<file path="src/rtl/clz_issue_if.sv">
// Issue/writeback bundle between the control FSM, the CLZ unit and the register file.
// The clo_sel line exists only when CLZ_CLO_EN is defined.
interface clz_issue_if #(
  parameter int DATA_W = 32,
  parameter int ADDR_W = 5
);
  logic              start;
  logic [DATA_W-1:0] op_a;
  logic [ADDR_W-1:0] rd_idx;
  logic              abort;
  logic              busy;
  logic              done;
  logic [DATA_W-1:0] clz_data;
  logic              clz_strobe;
  logic [DATA_W-1:0] clz_result;
  logic              wb_en;
  logic [ADDR_W-1:0] wb_addr;
  logic [DATA_W-1:0] wb_data;
  logic              wb_ack;
`ifdef CLZ_CLO_EN
  logic              clo_sel;

  modport master (
    output start, op_a, rd_idx, abort, clz_result, wb_ack, clo_sel,
    input  busy, done, clz_data, clz_strobe, wb_en, wb_addr, wb_data
  );
  modport slave (
    input  start, op_a, rd_idx, abort, clz_result, wb_ack, clo_sel,
    output busy, done, clz_data, clz_strobe, wb_en, wb_addr, wb_data
  );
`else
  modport master (
    output start, op_a, rd_idx, abort, clz_result, wb_ack,
    input  busy, done, clz_data, clz_strobe, wb_en, wb_addr, wb_data
  );
  modport slave (
    input  start, op_a, rd_idx, abort, clz_result, wb_ack,
    output busy, done, clz_data, clz_strobe, wb_en, wb_addr, wb_data
  );
`endif
endinterface

</file>
<file path="src/rtl/clz_issue_ctrl.sv">
// Sequences one CLZ operation: latch operand, setup, strobe, wait, capture, writeback.
// Optional CLZ_CLO_EN: clo_sel inverts the stored operand to count leading ones.
module clz_issue_ctrl #(
  parameter int DATA_W   = 32,
  parameter int ADDR_W   = 5,
  parameter int WAIT_CYC = 1
) (
  input  logic clk,
  input  logic rst_n,
  clz_issue_if.slave bus
);

  typedef enum logic [2:0] {IDLE, DRIVE, STROBE, WAIT, WB} state_t;

  localparam logic [3:0] WAIT_LD = 4'(WAIT_CYC);

  state_t            state_q, state_d;
  logic [DATA_W-1:0] opnd_q, opnd_d;
  logic [DATA_W-1:0] data_q, data_d;
  logic [ADDR_W-1:0] addr_q, addr_d;
  logic [3:0]        cnt_q, cnt_d;
  logic              strobe_q, strobe_d;
  logic              wb_en_q, wb_en_d;
  logic              done_q, done_d;

  logic              flush, accept, last_wait;
  logic [DATA_W-1:0] op_in;

  // Abort only matters once an operation is in flight; it also vetoes a same-cycle start.
  assign flush     = bus.abort && (state_q != IDLE);
  assign accept    = (state_q == IDLE) && bus.start && !bus.abort;
  assign last_wait = (state_q == WAIT) && (cnt_q <= 4'd1);

`ifdef CLZ_CLO_EN
  assign op_in = bus.clo_sel ? ~bus.op_a : bus.op_a;
`else
  assign op_in = bus.op_a;
`endif

  always_ff @(posedge clk or negedge rst_n) begin
    if (!rst_n) begin
      state_q  <= IDLE;
      opnd_q   <= '0;
      data_q   <= '0;
      addr_q   <= '0;
      cnt_q    <= '0;
      strobe_q <= 1'b0;
      wb_en_q  <= 1'b0;
      done_q   <= 1'b0;
    end else begin
      state_q  <= state_d;
      opnd_q   <= opnd_d;
      data_q   <= data_d;
      addr_q   <= addr_d;
      cnt_q    <= cnt_d;
      strobe_q <= strobe_d;
      wb_en_q  <= wb_en_d;
      done_q   <= done_d;
    end
  end

  always_comb begin
    state_d = state_q;
    case (state_q)
      IDLE:    if (accept) state_d = DRIVE;
      DRIVE:   state_d = STROBE;
      STROBE:  state_d = WAIT;
      WAIT:    if (last_wait) state_d = (addr_q != '0) ? WB : IDLE;
      WB:      if (bus.wb_ack) state_d = IDLE;
      default: state_d = IDLE;
    endcase
    if (flush) state_d = IDLE;
  end

  always_comb begin
    opnd_d = opnd_q;
    addr_d = addr_q;
    data_d = data_q;
    cnt_d  = cnt_q;
    if (accept) begin
      opnd_d = op_in;
      addr_d = bus.rd_idx;
    end
    if (flush)
      cnt_d = '0;
    else if (state_q == STROBE)
      cnt_d = WAIT_LD;
    else if (state_q == WAIT)
      cnt_d = cnt_q - 4'd1;
    if (last_wait && !flush) data_d = bus.clz_result;
    // Strobe and wb_en are registered from the upcoming state so they align with it.
    strobe_d = (state_d == STROBE);
    wb_en_d  = (state_d == WB);
    done_d   = !flush && ((last_wait && addr_q == '0) ||
                          (state_q == WB && bus.wb_ack));
  end

  assign bus.busy       = (state_q != IDLE);
  assign bus.done       = done_q;
  assign bus.clz_data   = opnd_q;
  assign bus.clz_strobe = strobe_q && !flush;
  assign bus.wb_en      = wb_en_q && !flush;
  assign bus.wb_addr    = addr_q;
  assign bus.wb_data    = data_q;

endmodule

</file>
<file path="src/flat_wrapper.sv">
// flat-port wrapper written by rule: the top's interface ports become plain ports
module clz_issue_ctrl_flat 
#(
  parameter int DATA_W   = 32,
  parameter int ADDR_W   = 5,
  parameter int WAIT_CYC = 1
)
  (clk, rst_n, bus_start, bus_op_a, bus_rd_idx, bus_abort, bus_clz_result, bus_wb_ack, bus_busy, bus_done, bus_clz_data, bus_clz_strobe, bus_wb_en, bus_wb_addr, bus_wb_data);
  clz_issue_if #(.DATA_W(DATA_W), .ADDR_W(ADDR_W)) bus_i ();
  input  logic clk;
  input  logic rst_n;
  input wire logic [$bits(bus_i.start)-1:0] bus_start;
  input wire logic [$bits(bus_i.op_a)-1:0] bus_op_a;
  input wire logic [$bits(bus_i.rd_idx)-1:0] bus_rd_idx;
  input wire logic [$bits(bus_i.abort)-1:0] bus_abort;
  input wire logic [$bits(bus_i.clz_result)-1:0] bus_clz_result;
  input wire logic [$bits(bus_i.wb_ack)-1:0] bus_wb_ack;
  output wire logic [$bits(bus_i.busy)-1:0] bus_busy;
  output wire logic [$bits(bus_i.done)-1:0] bus_done;
  output wire logic [$bits(bus_i.clz_data)-1:0] bus_clz_data;
  output wire logic [$bits(bus_i.clz_strobe)-1:0] bus_clz_strobe;
  output wire logic [$bits(bus_i.wb_en)-1:0] bus_wb_en;
  output wire logic [$bits(bus_i.wb_addr)-1:0] bus_wb_addr;
  output wire logic [$bits(bus_i.wb_data)-1:0] bus_wb_data;
  assign bus_i.start = bus_start;
  assign bus_i.op_a = bus_op_a;
  assign bus_i.rd_idx = bus_rd_idx;
  assign bus_i.abort = bus_abort;
  assign bus_i.clz_result = bus_clz_result;
  assign bus_i.wb_ack = bus_wb_ack;
  assign bus_busy = bus_i.busy;
  assign bus_done = bus_i.done;
  assign bus_clz_data = bus_i.clz_data;
  assign bus_clz_strobe = bus_i.clz_strobe;
  assign bus_wb_en = bus_i.wb_en;
  assign bus_wb_addr = bus_i.wb_addr;
  assign bus_wb_data = bus_i.wb_data;
  clz_issue_ctrl #(.DATA_W(DATA_W), .ADDR_W(ADDR_W), .WAIT_CYC(WAIT_CYC)) u_core (.clk(clk), .rst_n(rst_n), .bus(bus_i));
endmodule
</file>
<file path="config.mk">
export PLATFORM = sky130hd
export DESIGN_NAME = clz_issue_ctrl_flat
export DESIGN_NICKNAME = d
export VERILOG_FILES = /design/src/rtl/clz_issue_if.sv /design/src/rtl/clz_issue_ctrl.sv /design/src/flat_wrapper.sv
export SDC_FILE = /design/constraint.sdc
export NUM_CORES = 1
export LEC_CHECK = 0
export CORE_ASPECT_RATIO = 0.9
export CORE_UTILIZATION = 45
export CTS_CLUSTER_SIZE = 28
export DETAILED_ROUTE_END_ITERATION = 16
export GPL_ROUTABILITY_DRIVEN = 0
export PLACE_DENSITY = 0.85
export SLEW_MARGIN = 20
export SYNTH_ARGS = -nofsm -noshare
export SYNTH_HDL_FRONTEND = slang
export SYNTH_SLANG_ARGS = --single-unit
export TNS_END_PERCENT = 5
</file>
<file path="constraint.sdc">
create_clock -name clk -period 3 [get_ports clk]
set_clock_uncertainty 0.1 [all_clocks]
set_input_delay 0.9 -clock clk [delete_from_list [all_inputs] [get_ports clk]]
set_output_delay 0.9 -clock clk [all_outputs]
set_load 0.02 [all_outputs]
</file>
==> results.sh, run 1 <==
export IMPL_rsz_0062_raised_after_global_routing="no"
export IMPL_drive_above_1_share=0.187
export IMPL_dpl_hpwl_um=5200
export IMPL_grt_overflow=0
export IMPL_cts_repair_resize_count=2
export IMPL_timing_critical_path_from_type="input port"
export IMPL_final_nets=434
export IMPL_setup_tns_ns=0
export IMPL_synth_adder_area_share=0.00758
export IMPL_worstSetupEndpointType="primary output"
export IMPL_number_of_failing_setup_endpoints_in_the_final_timing_report=0
export IMPL_route_final_wire_length_um=7100
export IMPL_pnr_total_power_w=0.00465
export IMPL_worst_slew_pin_tran_ns=0.436
export IMPL_power_density_nw_per_um2=915
export IMPL_setup_worst_path_class="input port to primary output"
export IMPL_timing_final_max_slew_violations=0
export IMPL_main_combinational_cell_family_by_area_after_synthesis="multiplexers"
export IMPL_top_level_ports=147
export IMPL_synth_simple_gate_area_share=0.0489
export IMPL_synth_seq_cells=79
export IMPL_cts_root_buffer_cell="sky130_fd_sc_hd__clkbuf_8"
export IMPL_antenna_found_initial=0
export IMPL_maxCapViolations=0
export IMPL_drt_drc_violations_left=0
export IMPL_number_of_global_route_vias_before_repair=2386
export IMPL_ctsHtreeMaxLevel=3
export IMPL_clock_latency_ns=0.33
export IMPL_netlist_instances=204
export IMPL_grt_use_total=0.198
export IMPL_top_cells_by_area_in_the_synthesized_netlist="sky130_fd_sc_hd__dfrtp_1 60%, sky130_fd_sc_hd__mux2_4 13%, sky130_fd_sc_hd__mux2_1 10%"
export IMPL_synth_compound_gate_area_share=0.0409
export IMPL_post_route_min_period_ns=2.85
export IMPL_synth_avg_cell_area_um2=16.2
export IMPL_postCtsSetupRepairBufs=0
export IMPL_tritoncts_num_buffers=9
export IMPL_critPathTopFamily="buffers and inverters"
export IMPL_synth_net_count=280
export IMPL_detail_route_wl_per_cell_um=15.6
export IMPL_initial_utilization=0.467
export IMPL_drt_pass1_iterations=4
export IMPL_area_growth_synth_to_final_pct=54.0
export IMPL_post_route_period_util=0.951
export IMPL_crit_path_max_incr_delay_ns=0.43
export IMPL_crit_required_ns=2.00
export IMPL_post_synth_top_area_fraction=0.598
export IMPL_mappedNetlistArea_um2=3300
export IMPL_postPlaceCellArea_um2=4870
export IMPL_critical_path_slowest_cell="sky130_fd_sc_hd__clkdlybuf4s50_1"
export IMPL_placementRows=29
export IMPL_die_y_um=83.3
export IMPL_dpl_worst_slack_ns=-0.149
export IMPL_final_setup_worst_slack_ns=0.146
export IMPL_status="complete, no violations"
export IMPL_finish_instance_area_um2=5090
export IMPL_crit_path_arrival_time_ns=1.85
export IMPL_yosysUniqueCellTypes=36
export IMPL_grt_pass1_wl_um=11800
export IMPL_coreArea_um2=7080
export IMPL_yosys_area_share_xor_xnor=0
export IMPL_vias_per_cell=4.89
export IMPL_yosys_warnings=0
export IMPL_cp_max_fo=3
export IMPL_diodes=0
export IMPL_portBuffers=146
export IMPL_vias=2232
export IMPL_design_die_area_um2=7690
export IMPL_grt_start_max_net_pins=38
export IMPL_ys_seq_area_frac=0.598
export IMPL_hp_class="register to register"
export IMPL_relSlewSlack=0.709
export IMPL_path_cells="clkdlybuf4s50_1, a21boi_0, dlygate4sd2_1"
export IMPL_drc_violation_total_after_the_first_tritonroute_iteration=41
export IMPL_clkTransAtPathRegs_ns=0.08
export IMPL_static_leakage_power_nw=2.19
export IMPL_synth_mux_area_frac=0.268
export IMPL_clockBufferDepth=2
export IMPL_cts_hold_buf=0
export IMPL_timing_limited_maximum_frequency_mhz=350
export IMPL_cell_taking_the_most_area_after_synthesis="sky130_fd_sc_hd__dfrtp_1"
export IMPL_timing_hold_violations_final=0
export IMPL_hold_ws_ns=0.394
export IMPL_irDropWorstVdd_mv=0.499
export IMPL_clock_sinks=79
export IMPL_fp_dieW_um=92.3
export IMPL_cts_tree="built"
export IMPL_critical_path_n_buffers_inverters=2
export IMPL_antenna_left=0
[sequential cells by signal, indices dropped and copies added, names as in the netlist]
name / cells
u_core.cnt_q: 4
u_core.state_q: 3
u_core.strobe_q: 1
u_core.bus.clz_data: 32
u_core.bus.done: 1
u_core.wb_en_q: 1
u_core.bus.wb_data: 32
u_core.bus.wb_addr: 5
[cell usage in the layout, fill, tap and decap left out, types with 2 or more instances in the layout]
cell,n
sky130_fd_sc_hd__buf_4,8
sky130_fd_sc_hd__inv_1,4
sky130_fd_sc_hd__or3_1,2
sky130_fd_sc_hd__buf_12,2
sky130_fd_sc_hd__o21ai_0,4
sky130_fd_sc_hd__nor2_1,3
sky130_fd_sc_hd__or4_1,2
sky130_fd_sc_hd__clkdlybuf4s50_1,143
sky130_fd_sc_hd__mux2_1,30
sky130_fd_sc_hd__bufinv_16,2
sky130_fd_sc_hd__o22ai_1,3
sky130_fd_sc_hd__a21boi_0,3
sky130_fd_sc_hd__ha_1,2
sky130_fd_sc_hd__mux2_4,29
sky130_fd_sc_hd__clkbuf_8,10
sky130_fd_sc_hd__dlygate4sd2_1,2
sky130_fd_sc_hd__dfrtp_1,79
sky130_fd_sc_hd__mux2_2,10
sky130_fd_sc_hd__nor3_1,2
[layer usage]
metal  GRT usage  vias up  share of wire
met4      0.0795        0          0.013
met5           0        -              0
met1       0.264     1098           0.44
li1            -     1039              -
met3      0.0412       11          0.055
met2       0.315       84           0.49
[kinds of logic (layout without fill, tap and decap cells)]
logic type      after synthesis  in the layout
flops                        79             79
fa+ha+maj                     2              2
compound gates               19             19
mux                          69             69
simple gates                 19             19
buf+inv                      16            175
[final timing paths]
kind,startpoint,to,slack [ns],cells after the start
setup / recovery,bus_abort,bus_clz_strobe,0.15,3
hold / removal,u_core.bus.clz_data[3]$_DFFE_PN0P_,u_core.bus.clz_data[3]$_DFFE_PN0P_,0.39,1
setup reg to reg,u_core.cnt_q[0]$_DFFE_PN0P_,u_core.bus.wb_data[30]$_DFFE_PN0P_,1.03,6
hold reg to reg,u_core.bus.clz_data[3]$_DFFE_PN0P_,u_core.bus.clz_data[3]$_DFFE_PN0P_,0.39,1
max in group asynchronous,rst_n,u_core.bus.wb_data[30]$_DFFE_PN0P_,1.72,2
min in group asynchronous,rst_n,u_core.bus.clz_data[27]$_DFFE_PN0P_,0.40,1
[worst register-to-register path: stages, from the launching register on]
cell and delay [ns]:
sky130_fd_sc_hd__dfrtp_1 0.42, sky130_fd_sc_hd__inv_1 0.10, sky130_fd_sc_hd__ha_1 0.19, sky130_fd_sc_hd__nor2_1 0.11
sky130_fd_sc_hd__nor4_4 0.32, sky130_fd_sc_hd__buf_12 0.25, sky130_fd_sc_hd__mux2_2 0.38
[cells in the mapped netlist, drive strengths merged]
master	n
nand2	1
dfrtp	79
nand4bb	1
o32ai	1
nor4	1
nor4b	1
inv	4
a22oi	1
a211o	1
nand3b	1
a31o	1
buf	10
a32o	1
a21boi	3
or4	2
o22ai	3
o21ai	4
and2b	1
nand2b	1
and4	1
o31ai	1
clkbuf	2
nor3	3
or4bb	1
o21bai	1
mux2	69
nor2	3
or3	2
o2bb2ai	1
a31oi	1
ha	2
[through the flow]
stage	std cells	utilization
after global placement	440	0.688
final	456	0.719
after global routing	456	0.719
after floorplan	204	-
after CTS	456	0.719
after detailed placement	440	0.688
[layout make-up]
type	instances	area, um^2
clock buffer	11	141
clock inverter	5	81.3
fill	501	1990
inverter	4	15.0
multi-input combinational	109	1210
sequential	79	1980
tap	93	116
timing repair buffer	155	1550
[report_power, final]
part	leakage (nW)	switching, W	internal [W]	total [W]
Combinational	1.10	0.000911	0.00116	0.00207
Sequential	0.985	0.000243	0.00147	0.00172
Clock	0.110	0.000372	0.000492	0.000864
Total	2.19	0.00153	0.00313	0.00465
Power figures use the tool's default switching activity.
==> inputs of run 2 (changes only) <==
ABC_AREA = 1   (was not set)
CTS_CLUSTER_DIAMETER = 120   (was not set)
PLACE_DENSITY = 0.86   (was 0.85)
SETUP_SLACK_MARGIN = 0.1   (was not set)
==> run 2 against run 1 <==
Compared with the run above: critical endpoint unchanged; synthesized cell count is 81% higher; setup slack worse by 0.026 ns; non-clock buffer count shrank 4; critical path type unchanged.
==> results.sh, run 2 <==
export IMPL_status="complete, no violations"
export IMPL_post_route_min_period_ns=2.88
export IMPL_worst_slew_pin_tran_ns=0.597
export IMPL_static_leakage_power_nw=2.47
export IMPL_place_inst=596
export IMPL_drt_pass1_iterations=6
export IMPL_number_of_global_route_vias_before_repair=2796
export IMPL_dpl_worst_slack_ns=-0.207
export IMPL_timing_critical_path_from_type="input port"
export IMPL_mappedNetlistArea_um2=3280
export IMPL_clkTransAtPathRegs_ns=0.08
export IMPL_clock_latency_ns=0.34
export IMPL_tritoncts_num_buffers=9
export IMPL_grt_use_total=0.221
export IMPL_post_route_period_util=0.960
export IMPL_top_level_ports=147
export IMPL_sw_power_w=0.00199
export IMPL_route_final_wire_length_um=8000
export IMPL_cts_hold_buf=0
export IMPL_cell_taking_the_most_area_after_synthesis="sky130_fd_sc_hd__dfrtp_1"
export IMPL_power_density_nw_per_um2=1000
export IMPL_clockBufferDepth=2
export IMPL_setup_worst_path_class="input port to primary output"
export IMPL_reg2reg_from="u_core.cnt_q[0]$_DFFE_PN0P_"
export IMPL_timing_final_max_slew_violations=0
export IMPL_timing_limited_maximum_frequency_mhz=347
export IMPL_path_cells="clkdlybuf4s50_1, nand2_1, inv_1, nor2_1, clkdlybuf4s15_1"
export IMPL_die_y_um=83.1
export IMPL_final_cells=611
export IMPL_irDropWorstVdd_mv=0.586
export IMPL_yosys_warnings=0
export IMPL_synth_seq_cells=79
export IMPL_postPlaceCellArea_um2=4800
export IMPL_most_instantiated_library_cell_after_synthesis="sky130_fd_sc_hd__nand2_1"
export IMPL_clock_sinks=79
export IMPL_cp_max_fo=3
export IMPL_hp_class="register to register"
export IMPL_power_switching_share=0.399
export IMPL_netlist_instances=370
export IMPL_postCtsSetupRepairBufs=0
export IMPL_design_die_area_um2=7650
export IMPL_vias=2856
export IMPL_timing_hold_worst_start="u_core.bus.wb_data[7]$_DFFE_PN0P_"
export IMPL_ys_seq_area_frac=0.602
export IMPL_grt_pass1_wl_um=13200
export IMPL_synth_net_count=446
export IMPL_number_of_failing_setup_endpoints_in_the_final_timing_report=0
export IMPL_antenna_left=0
export IMPL_worstSetupEndpointType="primary output"
export IMPL_worst_setup_path_startpoint="bus_abort"
export IMPL_detail_route_wl_per_cell_um=13.1
export IMPL_vias_per_cell=4.67
export IMPL_layout_cells_most_common="sky130_fd_sc_hd__clkdlybuf4s50_1"
export IMPL_rsz_0062_raised_after_global_routing="yes"
export IMPL_fp_dieW_um=92.1
export IMPL_final_nets=590
export IMPL_top_cells_by_area_in_the_synthesized_netlist="sky130_fd_sc_hd__dfrtp_1 60%, sky130_fd_sc_hd__nand2_1 13%, sky130_fd_sc_hd__o21ai_0 6.4%"
export IMPL_synth_flop_cell="sky130_fd_sc_hd__dfrtp_1"
export IMPL_final_setup_worst_slack_ns=0.120
export IMPL_power_share_sequential=0.370
export IMPL_yosysUniqueCellTypes=21
export IMPL_critical_path_slowest_cell="sky130_fd_sc_hd__clkdlybuf4s50_1"
export IMPL_cts_tree="built"
export IMPL_synth_avg_cell_area_um2=8.88
export IMPL_coreArea_um2=7040
export IMPL_diodes=0
export IMPL_most_common_layout_cells="143 x sky130_fd_sc_hd__clkdlybuf4s50_1, 116 x sky130_fd_sc_hd__nand2_1, 79 x sky130_fd_sc_hd__dfrtp_1"
export IMPL_ctsHtreeMaxLevel=3
export IMPL_synthTopCellsByCount="116 x sky130_fd_sc_hd__nand2_1, 79 x sky130_fd_sc_hd__dfrtp_1, 52 x sky130_fd_sc_hd__inv_1"
export IMPL_placementRows=29
export IMPL_critical_path_n_buffers_inverters=3
export IMPL_synthArstFlopShare=1.00
export IMPL_critPathTopFamily="buffers and inverters"
export IMPL_fillers=539
export IMPL_grt_start_max_net_pins=75
export IMPL_grt_overflow=0
export IMPL_antenna_found_initial=0
export IMPL_drt_drc_violations_left=0
export IMPL_portBuffers=146
export IMPL_relSlewSlack=0.600
export IMPL_timing_hold_violations_final=0
export IMPL_synth_edff_count=0
export IMPL_finish_instance_area_um2=4960
export IMPL_maxCapViolations=0
export IMPL_area_growth_synth_to_final_pct=50.9
export IMPL_clock_network_power_share=0.136
export IMPL_p_int_w=0.00299
export IMPL_dpl_hpwl_um=5670
export IMPL_cts_root_buffer_cell="sky130_fd_sc_hd__clkbuf_8"
export IMPL_pwr_share_comb=0.494
export IMPL_crit_required_ns=2.00
export IMPL_post_synth_top_area_fraction=0.602
export IMPL_drive_above_1_share=0.0521
export IMPL_crit_path_arrival_time_ns=1.88
export IMPL_drc_violation_total_after_the_first_tritonroute_iteration=88
export IMPL_crit_path_max_incr_delay_ns=0.42
export IMPL_initial_utilization=0.467
-- run 2: area by class of cell --
class	count	area [um^2]	share of cell area
clock buffer	11	141	0.0285
clock inverter	4	22.5	0.00454
inverter	53	199	0.0401
multi-input combinational	220	997	0.201
sequential	79	1980	0.399
tap	93	116	0.0235
timing repair buffer	151	1500	0.303
-- run 2: power groups by stage --
| stage | logic, W | registers [W] | clock network, W |
|---|---|---|---|
| after global placement | 0.00243 | 0.00183 | 0 |
| after detailed placement | 0.00248 | 0.00185 | 0 |
| after CTS | 0.00249 | 0.00184 | 0.000696 |
| after global routing | 0.00267 | 0.00191 | 0.000740 |
| after floorplan | 0.000704 | 0.00239 | 0 |
| final | 0.00246 | 0.00184 | 0.000675 |
-- run 2: cell families (layout without fill, tap and decap cells) --
family,count (synthesis),in the layout,share of synthesized area
compound gates,47,47,0.0720
xor+xnor,1,1,0.00267
buf+inv,71,219,0.0960
simple gates,170,170,0.220
flops,79,79,0.602
fa+ha+maj,2,2,0.00762
-- run 2: worst min-delay path: stages (launching register included) --
cell and delay, ns:
sky130_fd_sc_hd__dfrtp_1 0.34, sky130_fd_sc_hd__nand2_1 0.05, sky130_fd_sc_hd__nand2_1 0.05
-- run 2: worst paths after layout --
kind	endpoint	slack, ns	depth (start not counted)
max reg2reg	u_core.bus.done$_DFF_PN0_	0.63	8
max in group asynchronous	u_core.bus.wb_data[14]$_DFFE_PN0P_	1.76	2
max	bus_clz_strobe	0.12	5
min	u_core.bus.wb_data[7]$_DFFE_PN0P_	0.37	2
min in group asynchronous	u_core.bus.wb_data[27]$_DFFE_PN0P_	0.43	1
min reg2reg	u_core.bus.wb_data[7]$_DFFE_PN0P_	0.37	2
-- run 2: what timing repair did --
action                                  CTS  global route
gates resized for setup                   4             1
pin swaps                                 0             0
endpoints found under the setup margin    2             2
-- run 2: metrics by stage --
| step | utilization | hold WS (ns) | total power (W) | setup TNS (ns) |
|---|---|---|---|---|
| floorplan | - | 0.361 | 0.00309 | 0 |
| global placement | 0.682 | 0.353 | 0.00426 | -0.414 |
| detailed placement | 0.682 | 0.358 | 0.00434 | -0.397 |
| CTS | 0.705 | 0.377 | 0.00503 | 0 |
| global route | 0.704 | 0.394 | 0.00532 | 0 |
| finish | 0.704 | 0.375 | 0.00498 | 0 |
-- run 2: layer usage --
metal,wire (um),global-route usage
met1,3400,0.283
met5,0,0
met4,113,0.0895
met3,839,0.0769
met2,3640,0.345
==> inputs of run 3 (changes only) <==
GPL_TIMING_DRIVEN = 0   (was not set)
RECOVER_POWER = 100   (was not set)
==> run 3 against run 2 <==
Compared with the run above: the run now ends with capacitance limit, slew limit left; clock power increased by 25%; critical path depth increased by 1; final area increased by 1.6%; global-route usage increased by 1.4 points; die area unchanged; first-iteration DRC count increased by 39%; combinational power decreased by 5%; setup slack improved by 0.033 ns; worst hold slack got worse by 0.0059 ns; largest cell class unchanged; highest routed layer unchanged.
==> results.sh, run 3 (same netlist as run 2, synthesis figures left out) <==
export IMPL_sw_power_w=0.00199
export IMPL_maxCapViolations=1
export IMPL_vias_per_cell=4.82
export IMPL_r2r_setup_slack_ns=0.81
export IMPL_cp_max_fo=10
export IMPL_fp_dieW_um=92.1
export IMPL_critical_path_slowest_cell="sky130_fd_sc_hd__dlygate4sd2_1"
export IMPL_antenna_found_initial=0
export IMPL_power_share_sequential=0.365
export IMPL_hp_class="register to register"
export IMPL_number_of_global_route_vias_before_repair=2976
export IMPL_cts_root_buffer_cell="sky130_fd_sc_hd__clkbuf_8"
export IMPL_design_die_area_um2=7650
export IMPL_clock_latency_ns=0.34
export IMPL_critical_path_n_buffers_inverters=4
export IMPL_hold_path_cell_cnt=2
export IMPL_pwr_share_comb=0.466
export IMPL_final_cells=626
export IMPL_grt_pass1_wl_um=14100
export IMPL_area_growth_synth_to_final_pct=53.4
export IMPL_grt_start_max_net_pins=43
export IMPL_worst_slew_pin_tran_ns=2.09
export IMPL_timing_hold_worst_start="u_core.bus.wb_data[31]$_DFFE_PN0P_"
export IMPL_cts_tree="built"
export IMPL_drt_drc_violations_left=0
export IMPL_placementRows=29
export IMPL_setup_worst_path_class="input port to primary output"
export IMPL_failed_checks="capacitance limit, slew limit"
export IMPL_hold_ws_ns=0.369
export IMPL_crit_required_ns=2.00
export IMPL_relSlewSlack=-0.397
export IMPL_post_route_min_period_ns=2.85
export IMPL_coreArea_um2=7040
export IMPL_multiInputGateArea_um2=976
export IMPL_tritoncts_num_buffers=9
export IMPL_critPathTopFamily="buffers and inverters"
export IMPL_path_cells="dlygate4sd2_1, nand2_2, buf_6, inv_2, nor2_1, clkdlybuf4s15_2"
export IMPL_clockBufferDepth=2
export IMPL_number_of_failing_setup_endpoints_in_the_final_timing_report=0
export IMPL_timing_hold_violations_final=0
export IMPL_clock_sinks=79
export IMPL_static_leakage_power_nw=2.61
export IMPL_clock_network_power_share=0.169
export IMPL_crit_path_arrival_time_ns=1.85
export IMPL_grt_use_total=0.235
export IMPL_antenna_left=0
export IMPL_vias=3015
export IMPL_fillers=541
export IMPL_crit_path_max_incr_delay_ns=0.28
export IMPL_timing_limited_maximum_frequency_mhz=351
export IMPL_initial_utilization=0.467
export IMPL_route_final_wire_length_um=8680
export IMPL_post_route_period_util=0.949
export IMPL_worst_reg_to_reg_path_cell_count=10
export IMPL_worstSetupEndpointType="primary output"
export IMPL_dpl_hpwl_um=6630
export IMPL_worst_setup_path_startpoint="bus_abort"
export IMPL_critical_path_reg2reg_endpoint="u_core.bus.wb_data[30]$_DFFE_PN0P_"
export IMPL_cts_hold_buf=0
export IMPL_portBuffers=146
export IMPL_drc_violation_total_after_the_first_tritonroute_iteration=122
export IMPL_finalCoreUtilization=0.716
export IMPL_drt_pass1_iterations=6
export IMPL_postPlaceCellArea_um2=4880
export IMPL_seqCellArea_um2=1980
export IMPL_top_level_ports=147
export IMPL_ctsHtreeMaxLevel=3
export IMPL_pnr_total_power_w=0.00499
export IMPL_timing_final_max_slew_violations=38
export IMPL_holdPathEnd="u_core.bus.wb_data[31]$_DFFE_PN0P_"
export IMPL_clkTransAtPathRegs_ns=0.07
export IMPL_finish_instance_area_um2=5040
export IMPL_irDropWorstVdd_mv=0.591
export IMPL_grt_overflow=0
export IMPL_reg2reg_from="u_core.cnt_q[0]$_DFFE_PN0P_"
export IMPL_power_density_nw_per_um2=991
export IMPL_layout_cells_most_common="sky130_fd_sc_hd__nand2_1"
export IMPL_final_nets=605
export IMPL_timing_critical_path_from_type="input port"
export IMPL_power_switching_share=0.398
export IMPL_status="finished, violations left"
export IMPL_most_common_layout_cells="116 x sky130_fd_sc_hd__nand2_1, 79 x sky130_fd_sc_hd__dfrtp_1, 72 x sky130_fd_sc_hd__dlygate4sd3_1"
export IMPL_detail_route_wl_per_cell_um=13.9
export IMPL_drive_above_1_share=0.0507
export IMPL_diodes=0
export IMPL_p_int_w=0.00301
export IMPL_rsz_0062_raised_after_global_routing="yes"
export IMPL_place_inst=610
export IMPL_die_y_um=83.1
==> run 3: cell count changes in the layout (fill, tap and decap cells not counted), moves of 2 or more <==
cell                              change
sky130_fd_sc_hd__buf_2                +3
sky130_fd_sc_hd__bufinv_16            +2
sky130_fd_sc_hd__dlygate4sd3_1       +72
sky130_fd_sc_hd__clkbuf_1            +15
sky130_fd_sc_hd__clkdlybuf4s50_1     -73
sky130_fd_sc_hd__buf_4                -3
==> run 3: how the worst max path moves through the flow <==
| stage | depth (start not counted) | endpoint | slack, ns |
|---|---|---|---|
| 3_3_place_gp | 1 | u_core.bus.clz_data[27]$_DFFE_PN0P_ | -1.77 |
| 4_1_cts | 6 | bus_wb_en | 0.14 |
| 6_report | 6 | bus_wb_en | 0.15 |
| 5_1_grt | 6 | bus_wb_en | 0.09 |
| 2_1_floorplan | 4 | bus_clz_strobe | 0.46 |
| 3_5_place_dp | 6 | bus_wb_en | -0.61 |
==> run 3: metrics by stage <==
stage | setup slack (ns) | TNS [ns]
floorplan | 0.463 | 0
global placement | -1.77 | -141.03
detailed placement | -0.615 | -1.22
CTS | 0.137 | 0
global route | 0.0920 | 0
finish | 0.153 | 0
==> run 3: worst register-to-register path, delay by kind of cell (launching register included) <==
| family | cells | cell delay [ns] |
|---|---|---|
| AND/OR/NAND/NOR | 6 | 0.96 |
| flip-flops | 1 | 0.41 |
| adder cells (fa/ha/maj) | 1 | 0.19 |
| buffers and inverters | 3 | 0.43 |
==> run 3: final cells by class <==
type | count | area share
clock buffer | 11 | 0.0281
multi-input combinational | 220 | 0.194
sequential | 79 | 0.392
clock inverter | 4 | 0.0139
timing repair buffer | 148 | 0.293
buffer | 18 | 0.0164
inverter | 53 | 0.0395
tap | 93 | 0.0231
==> run 3: repair_timing <==
item,4_1_cts,5_1_grt
setup buffers,1,0
pin swaps,1,0
resized for setup,10,1
endpoints found under the setup margin,2,2
==> run 3: power groups by stage <==
stage	Clock (W)	Sequential [W]	Combinational, W
finish	0.000844	0.00182	0.00233
global route	0.000912	0.00188	0.00253
CTS	0.000863	0.00184	0.00258
detailed placement	0	0.00185	0.00255
global placement	0	0.00183	0.00247
floorplan	0	0.00239	0.000704
==> run 3: layer usage <==
| metal | share of wire | GRT usage |
|---|---|---|
| met1 | 0.40 | 0.283 |
| met2 | 0.49 | 0.407 |
| met3 | 0.096 | 0.0723 |
| met4 | 0.010 | 0.0639 |
| met5 | 0 | 0 |
